[config.mk]
export PLATFORM = sky130hd
export DESIGN_NAME = i2s_codec_slave_flat
export DESIGN_NICKNAME = d
export VERILOG_FILES = /design/src/rtl/i2s_codec_slave_if.sv /design/src/rtl/i2s_codec_slave.sv /design/src/flat_wrapper.sv
export SDC_FILE = /design/constraint.sdc
export NUM_CORES = 1
export LEC_CHECK = 0
export ABC_AREA = 1
export ABC_CLOCK_PERIOD_IN_PS = 2800
export BUFFER_PORTS_ARGS = -buffer_cell sky130_fd_sc_hd__buf_2
export CAP_MARGIN = 10
export CORE_MARGIN = 3
export CORE_UTILIZATION = 60
export DETAILED_ROUTE_END_ITERATION = 8
export GPL_ROUTABILITY_DRIVEN = 0
export PLACE_DENSITY_LB_ADDON = 0.15
export SYNTH_ARGS = -nofsm -noshare
export SYNTH_HDL_FRONTEND = slang
export SYNTH_SLANG_ARGS = --single-unit
[constraint.sdc]
create_clock -name clk -period 2.8 [get_ports clk]
set_input_delay 0.28 -clock clk [delete_from_list [all_inputs] [get_ports clk]]
set_output_delay 0.28 -clock clk [all_outputs]
set_load 0.1 [all_outputs]
[src/rtl/i2s_codec_slave_if.sv]
// Serial link pins and parallel sample bus between an I2S master and i2s_codec_slave.
// The master modport is the codec_interface/bench side. The slave modport is the codec side.
interface i2s_codec_slave_if #(
  parameter int DATA_W = 16
);
  logic              SCLK;
  logic              LRCLK;
  logic              SDin;
  logic              SDout;
  logic [DATA_W-1:0] adc_lft;
  logic [DATA_W-1:0] adc_rht;
  logic              adc_ld;
  logic [DATA_W-1:0] dac_lft;
  logic [DATA_W-1:0] dac_rht;
  logic              dac_vld;
  logic              frame_err;

  modport master (
    output SCLK, LRCLK, SDin, adc_lft, adc_rht,
    input  SDout, adc_ld, dac_lft, dac_rht, dac_vld, frame_err
  );

  modport slave (
    input  SCLK, LRCLK, SDin, adc_lft, adc_rht,
    output SDout, adc_ld, dac_lft, dac_rht, dac_vld, frame_err
  );
endinterface

[src/rtl/i2s_codec_slave.sv]
// Codec-side I2S serial port. SCLK/LRCLK/SDin are oversampled on clk; SDin is deserialized into dac pairs; adc pairs are serialized onto SDout.
// Optional macro LEFT_JUSTIFIED_EN selects left-justified framing instead of the standard I2S 1-bit delay.
module i2s_codec_slave #(
  parameter int DATA_W   = 16,
  parameter int SLOT_MAX = 32
) (
  input  logic             clk,
  input  logic             rst_n,
  i2s_codec_slave_if.slave bus
);

  localparam logic [0:0] ST_SYNC = 1'b0;
  localparam logic [0:0] ST_RUN  = 1'b1;

  localparam int               CNT_W    = $clog2(SLOT_MAX + 1);
  localparam logic [CNT_W-1:0] CNT_WORD = CNT_W'(DATA_W);
  localparam logic [CNT_W-1:0] CNT_LAST = CNT_W'(DATA_W - 1);
`ifdef LEFT_JUSTIFIED_EN
  // The boundary rise already carries the MSB, so every rise of the slot is counted.
  localparam logic [CNT_W-1:0] CNT_LIMIT = CNT_W'(SLOT_MAX);
`else
  localparam logic [CNT_W-1:0] CNT_LIMIT = CNT_W'(SLOT_MAX - 1);
`endif

  logic [2:0]        pin_meta_reg, pin_sync_reg;
  logic              sclk_prev_reg, lr_prev_reg;
  logic [0:0]        state_reg;
  logic              ch_reg, left_done_reg;
  logic [CNT_W-1:0]  cnt_reg;
  logic [DATA_W-1:0] rx_shift_reg, lft_hold_reg, tx_shift_reg, adc_rht_lat_reg;
  logic [DATA_W-1:0] dac_lft_reg, dac_rht_reg;
  logic              sdout_reg, dac_vld_reg, adc_ld_reg, frame_err_reg;

  logic              sclk_s, lr_s, sd_s, sclk_rise, sclk_fall, boundary, short_slot;
  logic [DATA_W-1:0] rx_next, tx_load;

  assign sclk_s     = pin_sync_reg[0];
  assign lr_s       = pin_sync_reg[1];
  assign sd_s       = pin_sync_reg[2];
  assign sclk_rise  = sclk_s & ~sclk_prev_reg;
  assign sclk_fall  = ~sclk_s & sclk_prev_reg;
  assign boundary   = sclk_rise & (lr_s ^ lr_prev_reg);
  assign short_slot = (state_reg == ST_RUN) && (cnt_reg < CNT_WORD);
  assign rx_next    = {rx_shift_reg[DATA_W-2:0], sd_s};
  assign tx_load    = lr_s ? adc_rht_lat_reg : bus.adc_lft;

  assign bus.SDout     = sdout_reg;
  assign bus.dac_lft   = dac_lft_reg;
  assign bus.dac_rht   = dac_rht_reg;
  assign bus.dac_vld   = dac_vld_reg;
  assign bus.adc_ld    = adc_ld_reg;
  assign bus.frame_err = frame_err_reg;

  always_ff @(posedge clk) begin
    if (!rst_n) begin
      pin_meta_reg    <= '0;
      pin_sync_reg    <= '0;
      sclk_prev_reg   <= 1'b0;
      lr_prev_reg     <= 1'b0;
      state_reg       <= ST_SYNC;
      ch_reg          <= 1'b0;
      left_done_reg   <= 1'b0;
      cnt_reg         <= '0;
      rx_shift_reg    <= '0;
      lft_hold_reg    <= '0;
      tx_shift_reg    <= '0;
      adc_rht_lat_reg <= '0;
      dac_lft_reg     <= '0;
      dac_rht_reg     <= '0;
      sdout_reg       <= 1'b0;
      dac_vld_reg     <= 1'b0;
      adc_ld_reg      <= 1'b0;
      frame_err_reg   <= 1'b0;
    end else begin
      pin_meta_reg  <= {bus.SDin, bus.LRCLK, bus.SCLK};
      pin_sync_reg  <= pin_meta_reg;
      sclk_prev_reg <= sclk_s;
      dac_vld_reg   <= 1'b0;
      adc_ld_reg    <= 1'b0;

      if (sclk_fall) begin
        sdout_reg    <= tx_shift_reg[DATA_W-1];
        tx_shift_reg <= {tx_shift_reg[DATA_W-2:0], 1'b0};
      end

      if (sclk_rise) begin
        lr_prev_reg <= lr_s;
        if (boundary && short_slot) begin
          frame_err_reg <= 1'b1;
          state_reg     <= ST_SYNC;
          left_done_reg <= 1'b0;
          cnt_reg       <= '0;
          tx_shift_reg  <= '0;
        end else if (boundary && (state_reg == ST_RUN || !lr_s)) begin
          // Out of SYNC only a left boundary locks, so a frame always starts on the left word.
          state_reg <= ST_RUN;
          ch_reg    <= lr_s;
          if (!lr_s) begin
            adc_rht_lat_reg <= bus.adc_rht;
            adc_ld_reg      <= 1'b1;
            left_done_reg   <= 1'b0;
          end
`ifdef LEFT_JUSTIFIED_EN
          rx_shift_reg <= rx_next;
          cnt_reg      <= CNT_W'(1);
          sdout_reg    <= tx_load[DATA_W-1];
          tx_shift_reg <= {tx_load[DATA_W-2:0], 1'b0};
`else
          cnt_reg      <= '0;
          tx_shift_reg <= tx_load;
`endif
        end else if (!boundary && state_reg == ST_RUN) begin
          if (cnt_reg >= CNT_LIMIT) begin
            frame_err_reg <= 1'b1;
            state_reg     <= ST_SYNC;
            left_done_reg <= 1'b0;
            cnt_reg       <= '0;
            tx_shift_reg  <= '0;
          end else begin
            cnt_reg <= cnt_reg + 1'b1;
            if (cnt_reg < CNT_WORD) begin
              rx_shift_reg <= rx_next;
              if (cnt_reg == CNT_LAST) begin
                if (!ch_reg) begin
                  lft_hold_reg  <= rx_next;
                  left_done_reg <= 1'b1;
                end else if (left_done_reg) begin
                  dac_lft_reg   <= lft_hold_reg;
                  dac_rht_reg   <= rx_next;
                  dac_vld_reg   <= 1'b1;
                  left_done_reg <= 1'b0;
                end
              end
            end
          end
        end
      end
    end
  end

endmodule

[src/flat_wrapper.sv]
// flat-port wrapper written by rule: the top's interface ports become plain ports
module i2s_codec_slave_flat 
#(
  parameter int DATA_W   = 16,
  parameter int SLOT_MAX = 32
)
  (clk, rst_n, bus_SCLK, bus_LRCLK, bus_SDin, bus_adc_lft, bus_adc_rht, bus_SDout, bus_adc_ld, bus_dac_lft, bus_dac_rht, bus_dac_vld, bus_frame_err);
  i2s_codec_slave_if #(.DATA_W(DATA_W)) bus_i ();
  input  logic clk;
  input  logic rst_n;
  input wire logic [$bits(bus_i.SCLK)-1:0] bus_SCLK;
  input wire logic [$bits(bus_i.LRCLK)-1:0] bus_LRCLK;
  input wire logic [$bits(bus_i.SDin)-1:0] bus_SDin;
  input wire logic [$bits(bus_i.adc_lft)-1:0] bus_adc_lft;
  input wire logic [$bits(bus_i.adc_rht)-1:0] bus_adc_rht;
  output wire logic [$bits(bus_i.SDout)-1:0] bus_SDout;
  output wire logic [$bits(bus_i.adc_ld)-1:0] bus_adc_ld;
  output wire logic [$bits(bus_i.dac_lft)-1:0] bus_dac_lft;
  output wire logic [$bits(bus_i.dac_rht)-1:0] bus_dac_rht;
  output wire logic [$bits(bus_i.dac_vld)-1:0] bus_dac_vld;
  output wire logic [$bits(bus_i.frame_err)-1:0] bus_frame_err;
  assign bus_i.SCLK = bus_SCLK;
  assign bus_i.LRCLK = bus_LRCLK;
  assign bus_i.SDin = bus_SDin;
  assign bus_i.adc_lft = bus_adc_lft;
  assign bus_i.adc_rht = bus_adc_rht;
  assign bus_SDout = bus_i.SDout;
  assign bus_adc_ld = bus_i.adc_ld;
  assign bus_dac_lft = bus_i.dac_lft;
  assign bus_dac_rht = bus_i.dac_rht;
  assign bus_dac_vld = bus_i.dac_vld;
  assign bus_frame_err = bus_i.frame_err;
  i2s_codec_slave #(.DATA_W(DATA_W), .SLOT_MAX(SLOT_MAX)) u_core (.clk(clk), .rst_n(rst_n), .bus(bus_i));
endmodule
==> flow_summary.ini <==
[outcome]
status = finished clean

[timing]
fin_crit_sh_pct = 75.4
setup_tns_ns = 0
grt_setup_unrepaired = no
setup_slack_ns = 0.689
period_needed_ns = 2.11
hold_ws_ns = 0.0141
fin_skew_ns = 0.00848
tightest_slew_ns = 0.532
drv_slew = 0
setup_violations = 0
max_slew_margin_pct = 64.5
hold_viol_final = 0
fmax_mhz = 474

[die]
num_rows = 31
io_pins = 73
core_area_um2 = 7330
initial_core_util_pct = 62.7
die_area_um2 = 8740
dieHeight_um = 93.5
die_x_um = 93.5

[clock_tree]
clk_pin_slew_ns = 0.06
clk_latency_ns = 0.51
htree_levels = 4
clockBufferDepth = 2
numCtsBuffers = 17
cts_tree = done
cts_resized = 0
cts_root_buffer = clkbuf_8
post_cts_buffers = 0
clock-sinks = 116
hold_buffers = 9

[logic_synthesis]
syn-num-nets = 685
synth.top_cell.area_share_pct = 50.6
ys.flop_type = dfxtp_1
ys.warnings.count = 0
ys_seq_area_share_pct = 50.6
yosys-top-cells-area = dfxtp_1 51%, nand2_1 16%, nor2_1 8.7%, o21ai_0 7.1%, a21oi_1 4.2%
synth-edff-count = 0
synthCells = 647
async_flop_share_pct = 0
synth_area_per_cell_um2 = 7.10
ys_types = 29
yosys_register_bits = 116
synth_most_common_cell = nand2_1
yosys.area.top_type = dfxtp_1
synth_common_cells = 190 x nand2_1, 116 x dfxtp_1, 107 x nor2_1
netlist_area_um2 = 4590

[job]
cap_violations = 0

[setup_path]
crit_fanout = 18
r2r_cells = 9
cp-start-kind = flop
crit_path_end_kind = flop
worstPathRequired_ns = 3.19
critical_path_class = reg2reg
arrival_ns = 2.51

[route]
drt_first_pass_iters = 7
drt_iter0_drc = 243
viasPerCell = 5.15
wl_per_cell_um = 12.5
antenna_left = 0
finalWirelength_um = 10400
routed-via-count = 4294
drc = 0

[power_and_ir_drop]
p_per_area_nw_per_um2 = 667
ir_drop_mv = 0.471
p_leak_nw = 2.58

[placed_design]
pre_cts_slack_ns = 0.741
port_buffers = 72
dp_hpwl_um = 6590
placed_area_um2 = 5000

[grt]
track_usage_pct = 25.6
grt_pass1_wl_um = 18000
grt-ovfl-total = 0
grt_max_degree = 41
grt_pass1_vias = 4116
antenna_found_initial = 0

[min_path]
hold_class = in2reg
hold_depth = 3

[finish]
drive_gt1_share_pct = 17.3
area_growth_pct = 22.8
post-route-util_pct = 76.9
nNetsFinal = 760
final_cell_area_um2 = 5640
antenna_cells = 0
cell type report:
cell class | count | area [µm²]
clock buffer | 17 | 414
clock inverter | 15 | 134
fill | 529 | 1690
inverter | 41 | 154
multi-input combinational | 455 | 1970
sequential | 116 | 2320
tap | 99 | 124
timing repair buffer | 91 | 526
cells in the final DEF (no fill, tap or decap):
master,n
nor2_4,1
nand3_1,9
o21ai_0,65
nor3_1,24
o21ai_1,5
nand2_1,190
clkinv_2,4
clkinv_4,4
a21o_1,1
nor2_1,106
bufinv_16,1
a21oi_1,39
a211oi_1,1
xor2_1,1
inv_1,36
nand3_2,1
buf_2,72
inv_6,3
nor4_1,1
dlygate4sd3_1,9
clkbuf_8,1
clkbuf_16,16
dfxtp_1,116
clkinvlp_4,3
nor3_4,1
nand4_1,3
buf_4,10
inv_2,5
ha_1,1
nor2_2,3
nand2_2,1
o21a_1,1
nand4_2,1
worst max-delay path: stages, from the launching register on:
cell	delay [ns]
dfxtp_1	0.50
inv_2	0.23
nand2_1	0.10
nand2_1	0.09
nor2_2	0.14
nand3_2	0.15
nor2_4	0.33
inv_2	0.22
nor2_1	0.16
nor2_1	0.07
routing by layer:
layer,up-vias,global-route usage (%),part of all wire [%]
met5,-,0,0
met4,0,10.7,1.5
met3,14,7.56,5.6
met2,132,44.5,50
met1,1945,29.2,43
li1,2203,-,-
stage by stage:
stage | power [mW] | std cells
final | 3.76 | 834
after global routing | 3.89 | 834
after CTS | 3.78 | 834
after detailed placement | 1.83 | 793
after global placement | 1.83 | 793
after floorplan | 1.79 | 647
cells by family (layout without fill, tap and decap cells):
kind of cell / Yosys count / in the layout / share of synthesized area (%)
fa+ha+maj: 1 / 1 / 0.272
simple gates: 341 / 341 / 29.8
compound gates: 112 / 112 / 12.4
flops: 116 / 116 / 50.6
xor+xnor: 1 / 1 / 0.191
buf+inv: 76 / 164 / 6.84
power breakdown:
| part | total (mW) | switching, mW | internal, mW |
|---|---|---|---|
| logic | 0.136 | 0.0842 | 0.0522 |
| registers | 1.67 | 0.00850 | 1.67 |
| clock network | 1.95 | 0.770 | 1.18 |
path summary, 6_finish.rpt:
| kind | start | endpoint | slack (ns) |
|---|---|---|---|
| worst max-delay path | u_core.pin_sync_reg[1]$_SDFF_PN0_ | u_core.adc_rht_lat_reg[1]$_SDFFE_PN0P_ | 0.69 |
| worst min-delay path | bus_adc_rht[12] | u_core.adc_rht_lat_reg[12]$_SDFFE_PN0P_ | 0.01 |
| worst max register to register | u_core.pin_sync_reg[1]$_SDFF_PN0_ | u_core.adc_rht_lat_reg[1]$_SDFFE_PN0P_ | 0.69 |
| worst min register to register | u_core.pin_meta_reg[0]$_SDFF_PN0_ | u_core.pin_sync_reg[0]$_SDFF_PN0_ | 0.41 |
(Power assumes the default switching activity.)
